### config.mk
export PLATFORM = sky130hd
export DESIGN_NAME = argmax_seq_ctrl_flat
export DESIGN_NICKNAME = d
export VERILOG_FILES = /design/src/rtl/argmax_seq_ctrl_if.sv /design/src/rtl/argmax_seq_ctrl.sv /design/src/flat_wrapper.sv
export SDC_FILE = /design/constraint.sdc
export NUM_CORES = 1
export LEC_CHECK = 0
export CORE_MARGIN = 2
export CORE_UTILIZATION = 57
export CTS_BUF_LIST = sky130_fd_sc_hd__clkbuf_4
export CTS_CLUSTER_DIAMETER = 60
export DETAILED_ROUTE_END_ITERATION = 7
export PLACE_DENSITY = 0.83
export SKIP_CTS_REPAIR_TIMING = 1
export SYNTH_ARGS = -nofsm -noshare
export SYNTH_HDL_FRONTEND = slang
export SYNTH_SLANG_ARGS = --single-unit
### constraint.sdc
create_clock -name clk -period 2.7 [get_ports clk]
set_input_delay 0.27 -clock clk [delete_from_list [all_inputs] [get_ports clk]]
set_output_delay 0.27 -clock clk [all_outputs]
set_load 0.005 [all_outputs]
### src/rtl/argmax_seq_ctrl_if.sv
// Handshake bundle for argmax_seq_ctrl: score stream in, winning index out.
interface argmax_seq_ctrl_if #(
  parameter int DATA_W = 32,
  parameter int DIM    = 10
);
  localparam int IDX_W = $clog2(DIM);

  logic                     in_valid;
  logic                     in_ready;
  logic signed [DATA_W-1:0] in_data;
  logic                     in_last;
  logic                     out_valid;
  logic                     out_ready;
  logic [IDX_W-1:0]         out_idx;
  logic                     out_err;

  modport slave (
    input  in_valid, in_data, in_last, out_ready,
    output in_ready, out_valid, out_idx, out_err
  );

  modport master (
    output in_valid, in_data, in_last, out_ready,
    input  in_ready, out_valid, out_idx, out_err
  );
endinterface

### src/rtl/argmax_seq_ctrl.sv
// Streaming argmax over frames of up to DIM signed scores, with framing-error flag.
// Optional max_val output enabled by defining ARGMAX_MAXVAL_OUT_EN.
module argmax_seq_ctrl #(
  parameter int DATA_W = 32,
  parameter int DIM    = 10
) (
  input  logic                     clk,
  input  logic                     rst,
  argmax_seq_ctrl_if.slave         bus,
  output logic                     busy
`ifdef ARGMAX_MAXVAL_OUT_EN
  ,
  output logic signed [DATA_W-1:0] max_val
`endif
);
  localparam int IDX_W = $clog2(DIM);
  localparam int CNT_W = IDX_W + 1;
  localparam logic [CNT_W-1:0] LAST_BEAT = CNT_W'(DIM - 1);

  typedef enum logic [1:0] {IDLE, ACCUM, DONE} state_t;

  state_t                   state;
  logic [CNT_W-1:0]         cnt;
  logic [IDX_W-1:0]         cur_idx;
  logic signed [DATA_W-1:0] cur_max;
  logic                     err_q;

  logic acc, at_cap, term, frame_err;

  assign acc    = bus.in_valid && bus.in_ready;
  // beat index is 0 in IDLE and cnt in ACCUM; DIM >= 2 so IDLE never hits the cap
  assign at_cap = (state == ACCUM) && (cnt == LAST_BEAT);
  assign term   = bus.in_last || at_cap;
  assign frame_err = bus.in_last ? !at_cap : 1'b1;

  always_ff @(posedge clk) begin
    if (rst) begin
      state   <= IDLE;
      cnt     <= '0;
      cur_idx <= '0;
      cur_max <= '0;
      err_q   <= 1'b0;
    end else begin
      case (state)
        IDLE: if (acc) begin
          cur_max <= bus.in_data;
          cur_idx <= '0;
          cnt     <= CNT_W'(1);
          if (term) begin
            err_q <= frame_err;
            state <= DONE;
          end else begin
            state <= ACCUM;
          end
        end
        ACCUM: if (acc) begin
          // strict compare: ties keep the earlier index
          if (bus.in_data > cur_max) begin
            cur_max <= bus.in_data;
            cur_idx <= cnt[IDX_W-1:0];
          end
          cnt <= cnt + CNT_W'(1);
          if (term) begin
            err_q <= frame_err;
            state <= DONE;
          end
        end
        DONE: if (bus.out_ready) state <= IDLE;
        default: state <= IDLE;
      endcase
    end
  end

  // all outputs decode registered state only
  assign bus.in_ready  = (state != DONE);
  assign bus.out_valid = (state == DONE);
  assign bus.out_idx   = cur_idx;
  assign bus.out_err   = err_q;
  assign busy          = (state != IDLE);

`ifdef ARGMAX_MAXVAL_OUT_EN
  assign max_val = cur_max;
`endif
endmodule

### src/flat_wrapper.sv
// flat-port wrapper written by rule: the top's interface ports become plain ports
module argmax_seq_ctrl_flat 
#(
  parameter int DATA_W = 32,
  parameter int DIM    = 10
)
  (clk, rst, busy, bus_in_valid, bus_in_data, bus_in_last, bus_out_ready, bus_in_ready, bus_out_valid, bus_out_idx, bus_out_err);
  argmax_seq_ctrl_if #(.DATA_W(DATA_W), .DIM(DIM)) bus_i ();
  input  logic clk;
  input  logic rst;
  output logic busy;
  input wire logic [$bits(bus_i.in_valid)-1:0] bus_in_valid;
  input wire logic [$bits(bus_i.in_data)-1:0] bus_in_data;
  input wire logic [$bits(bus_i.in_last)-1:0] bus_in_last;
  input wire logic [$bits(bus_i.out_ready)-1:0] bus_out_ready;
  output wire logic [$bits(bus_i.in_ready)-1:0] bus_in_ready;
  output wire logic [$bits(bus_i.out_valid)-1:0] bus_out_valid;
  output wire logic [$bits(bus_i.out_idx)-1:0] bus_out_idx;
  output wire logic [$bits(bus_i.out_err)-1:0] bus_out_err;
  assign bus_i.in_valid = bus_in_valid;
  assign bus_i.in_data = bus_in_data;
  assign bus_i.in_last = bus_in_last;
  assign bus_i.out_ready = bus_out_ready;
  assign bus_in_ready = bus_i.in_ready;
  assign bus_out_valid = bus_i.out_valid;
  assign bus_out_idx = bus_i.out_idx;
  assign bus_out_err = bus_i.out_err;
  argmax_seq_ctrl #(.DATA_W(DATA_W), .DIM(DIM)) u_core (.clk(clk), .rst(rst), .bus(bus_i), .busy(busy));
endmodule
# Word-level counts from Yosys, hierarchy flattened
# Index checks and enable logic that the tools add are counted.
[word_totals] regBits=44 in_bits=37 word_cells=46
[classes] n_addsub=1 magnitude_cmp=1 eq_ne=9 muxes=18 n_reduce_logical=12
[ops] op="2-to-1 mux 32 bit" count=3
[ops] op="one-hot mux 32 bit (2 select lines)" count=1
[ops] op="> comparator 32 bit" count=1
[ops] op="2-to-1 mux 4 bit" count=3
[ops] op="2-to-1 mux 2 bit" count=5
[ops] op="2-to-1 mux 5 bit" count=2
[ops] op="one-hot mux 5 bit (2 select lines)" count=1
[ops] op="one-hot mux 4 bit (2 select lines)" count=1
[ops] op="AND reduction 4 bit" count=2
[ops] op="!= test 2 x 1 -> 1 bit (second input constant)" count=3
[ops] op="!= test 2 bit (second input constant)" count=3
[ops] op="one-hot mux 2 bit (3 select lines)" count=1
[ops] op="AND reduction 3 bit" count=2
[ops] op="adder 5 x 1 -> 5 bit (second input constant)" count=1
[ops] op="== test 5 x 4 -> 1 bit (second input constant)" count=1
[ops] op="nonzero test 2 bit" count=2
[ops] op="== test 2 x 1 -> 1 bit (second input constant)" count=1
[ops] op="== test 2 bit (second input constant)" count=1
[ops] op="logical AND 1 bit" count=2
[ops] op="zero test 2 bit" count=1
[ops] op="OR reduction 2 bit" count=1
[ops] op="zero test 1 bit" count=1
[ops] op="logical OR 1 bit" count=1
[ops] op="2-to-1 mux 1 bit" count=1

# Logic depth before layout (Yosys ltp)
[depth] word_depth=6 depth_mapped=11 depth_no_buf=9

# Least setup slack after synthesis
# Ideal clock, no wire load.
[synth_path] path_kind="reg-to-reg" from="register u_core.cur_max[23]" to="register u_core.cur_idx[0] (netlist: u_core.bus.out_idx[0])" setup_time_ns=0.132 arrival_time_ns=2.201 path_slack_ns=0.367 stages_incl_launch_ff=12 synth_period_minus_slack_ns=2.333 cell_sequence="dfxtp_1 inv_1 ha_1 a21oi_1 o21a_1 o21ai_1 a2111o_1 or3_1 buf_4 buf_4 nand4_1 a21oi_1"
[synth_via] elab_chain_len=3
[synth_lines] element="start, declared" line_no="argmax_seq_ctrl.sv:25" source="logic signed [DATA_W-1:0] cur_max;"
[synth_lines] element="start signal, assigned" line_no="argmax_seq_ctrl.sv:46" source="cur_max <= bus.in_data;"
[synth_lines] element="start signal, assigned" line_no="argmax_seq_ctrl.sv:59" source="cur_max <= bus.in_data;"
[synth_lines] element="> comparator 32 bit" line_no="argmax_seq_ctrl.sv:58" source="if (bus.in_data > cur_max) begin"
[synth_lines] element="!= test 2 bit (no source line)"
[synth_lines] element="AND reduction 4 bit (no source line)"
[synth_lines] element="end signal, assigned" line_no="argmax_seq_ctrl.sv:60" source="cur_idx <= cnt[IDX_W-1:0];"
[synth_lines] element="end, declared" line_no="argmax_seq_ctrl.sv:24" source="logic [IDX_W-1:0] cur_idx;"
# No other way between the ends.
# A chain may end at the register's enable or synchronous reset.

# Final worst setup path
[layout_path] from="register u_core.cur_max[19]" to="register u_core.cur_max[18]"
[layout_via] elab_chain_len=3
[layout_lines] element="> comparator 32 bit" line_no="argmax_seq_ctrl.sv:58"
[layout_lines] element="!= test 2 bit (no source line)"
[layout_lines] element="AND reduction 4 bit (no source line)"
# No other way between the ends.

==> results.cfg <==
[outcome]
status = finished, final reports clean

[grt]
grt_max_degree = 36
gr-usage-met1_pct = 28.2
gr-max-usage-layer = met2
grt_pass1_wl_um = 12500
grt_pass1_vias = 2913
met3_usage_pct = 4.42
grt_usage_pct = 25.2
grtUsageMet2_pct = 48.0
grt_overflow = 0
antenna_found_initial = 0

[floorplanning]
start_util_pct = 59.6
num_rows = 26
ios = 45
die_w_um = 77.5
die_area_um2 = 6010
chipHeight_um = 77.5
core_area_um2 = 5170

[place]
gp_congestion = 0.831
detailed_place_hpwl_um = 5350
place_inst = 462
pre_cts_ws_ns = -0.150
port-buffer-count = 44

[sta]
finalHoldViolCount = 0
fin_crit_sh_pct = 92.1
tightest_slew_ns = 0.701
clock_skew_ns = 0.0126
layout_setup_ws_ns = 0.212
timing.fmax_mhz = 402
maxSlewHeadroom_pct = 53.1
drv_slew = 0
rsz0062_at_grt = false
setup_violations = 0
min_period_ns = 2.49

[route]
routed_wl_um = 7270
viasPerCell = 6.02
routedWlPerCell_um = 15.5
drc = 0
drt-initial-drc-count = 117
ant_nets = 0
vias = 2831
dr.pass1.iters = 4

[worst_setup_path]
crit_path_start_kind = flop
crit_required_ns = 2.95
crit_path_max_incr_delay_ns = 0.50
r2r_setup_slack_ns = 0.21
end_kind = flop
worstPathArrival_ns = 2.74
crit_buf_inv = 2
crit_path_top_delay_cell = a2111o_1
path_cells = inv_1, ha_1, a21oi_1, o21a_1, o21ai_1, a2111o_1, a21o_2, buf_4, o31ai_1, a21oi_1
critical_path.top_delay_family = compound AO/OA/AOI/OAI gates
path_max_fanout = 13
cpMostUsedCell = a21oi_1
path_class = reg -> reg

[logic_synthesis]
ys_ff_latch = 44
yosys.area.top_type = dfxtp_1
synth_cell_types = 45
seq_area_frac_synth_pct = 28.6
synth_edf_count = 0
synth_top_cell_area_share_pct = 28.6
yosysWarnings = 0
ys.flop_type = dfxtp_1
synth_top_cells_by_area = dfxtp_1 (29%), ha_1 (14%), o31ai_2 (11%)
async_flop_share_pct = 0
syn_inst = 333
syn-cell-area_um2 = 3080
synth_fp_nets = 404
syn_area_per_cell_um2 = 9.25

[power]
leakage_uw = 0.00148
vdd_drop_max_uv = 328
power_density_nw_per_um2 = 441

[layout]
fillers = 368
final_core_util_pct = 75.4
nets = 470
final_cell_mix = a21oi_1 (49), nand4_1 (44), clkdlybuf4s50_1 (44), dfxtp_1 (44)
syn_to_final_growth_pct = 26.6
drive_gt1_share_pct = 23.0
seq_area_um2 = 881
multi_input_area_um2 = 1860
fin_cells = 470
final_common_cell = a21oi_1
insertedDiodeCount = 0

[clock_tree]
cts_root_buffer = clkbuf_4
cts.htree.levels = 2
clkTransAtPathRegs_ns = 0.12
cts.sinks = 44
clockBufferDepth = 2
clk_latency_ns = 0.37
cts-buffers-inserted = 5
cts_tree = yes

[min_path]
holdCritPathClass = reg -> reg

[run]
maxCapViolCount = 0
[cell type report]
| type | instances | area share (%) |
|---|---|---|
| clock inverter | 2 | 0.898 |
| sequential | 44 | 22.6 |
| clock buffer | 6 | 1.15 |
| tap | 70 | 2.25 |
| inverter | 34 | 3.27 |
| multi-input combinational | 228 | 47.6 |
| timing repair buffer | 86 | 22.3 |
[per-stage QoR]
stage	area, µm²	hold WS [ns]	power (µW)	setup TNS (ns)
after detailed placement	3820	0.460	1310	-4.20
after global routing	3900	0.494	1820	0
after floorplan	3080	0.379	1100	0
after CTS	3900	0.477	1730	0
final	3900	0.476	1720	0
after global placement	3820	0.452	1290	-1.96
[where the power goes]
part | switching [µW] | internal [µW] | leakage, µW
logic | 289 | 284 | 0.00108
registers | 28.0 | 700 | 0.000361
clock network | 216 | 204 | 0.0000456
[worst register-to-register path: cells and delay by family (launching register included)]
family	cells	cell delay, ns
compound gates	7	1.48
fa+ha+maj	1	0.30
buf+inv	2	0.27
flops	1	0.35
[cell usage after synthesis, types with 2 or more instances]
| master | n |
|---|---|
| a21o_1 | 3 |
| dfxtp_1 | 44 |
| o31ai_1 | 2 |
| a21oi_1 | 49 |
| clkbuf_1 | 7 |
| nor2b_1 | 4 |
| o21a_1 | 3 |
| o311ai_0 | 3 |
| ha_1 | 34 |
| inv_1 | 34 |
| or2_2 | 2 |
| buf_6 | 11 |
| nand2b_1 | 2 |
| xor2_1 | 3 |
| nand4_1 | 44 |
| a21boi_0 | 3 |
| nor2_1 | 14 |
| buf_2 | 5 |
| buf_4 | 2 |
| nand3_1 | 5 |
| buf_8 | 2 |
| o31ai_2 | 28 |
| o31ai_4 | 2 |
| nand2_1 | 6 |
[state kept, by name, indices dropped and copies added, names as in the netlist]
register,flops
u_core.bus.out_idx,4
u_core.cnt,5
u_core.state,2
u_core.cur_max,32
u_core.bus.out_err,1
[routing by layer]
metal	routed length (µm)	share of wire [%]	vias to the layer above
met5	0	0	-
met4	144	2.0	0
met3	242	3.3	17
met2	3780	52	63
met1	3100	43	1368
li1	-	-	1383
[worst paths after layout]
check / from / end / cells past startpoint
setup / recovery: u_core.cur_max[19]$_SDFFE_PP0P_ / u_core.cur_max[18]$_SDFFE_PP0P_ / 10
hold / removal: u_core.cur_max[3]$_SDFFE_PP0P_ / u_core.cur_max[3]$_SDFFE_PP0P_ / 2
setup reg to reg: u_core.cur_max[19]$_SDFFE_PP0P_ / u_core.cur_max[18]$_SDFFE_PP0P_ / 10
hold reg to reg: u_core.cur_max[3]$_SDFFE_PP0P_ / u_core.cur_max[3]$_SDFFE_PP0P_ / 2
[cell families (layout without fill, tap and decap cells)]
family,Yosys count,count (layout),synth area share [%]
compound gates,104,104,27.9
xor+xnor,3,3,0.853
fa+ha+maj,34,34,13.8
buf+inv,61,128,11.3
flops,44,44,28.6
mux,2,2,0.690
simple gates,85,85,16.9
Power figures use the tool's default switching activity.
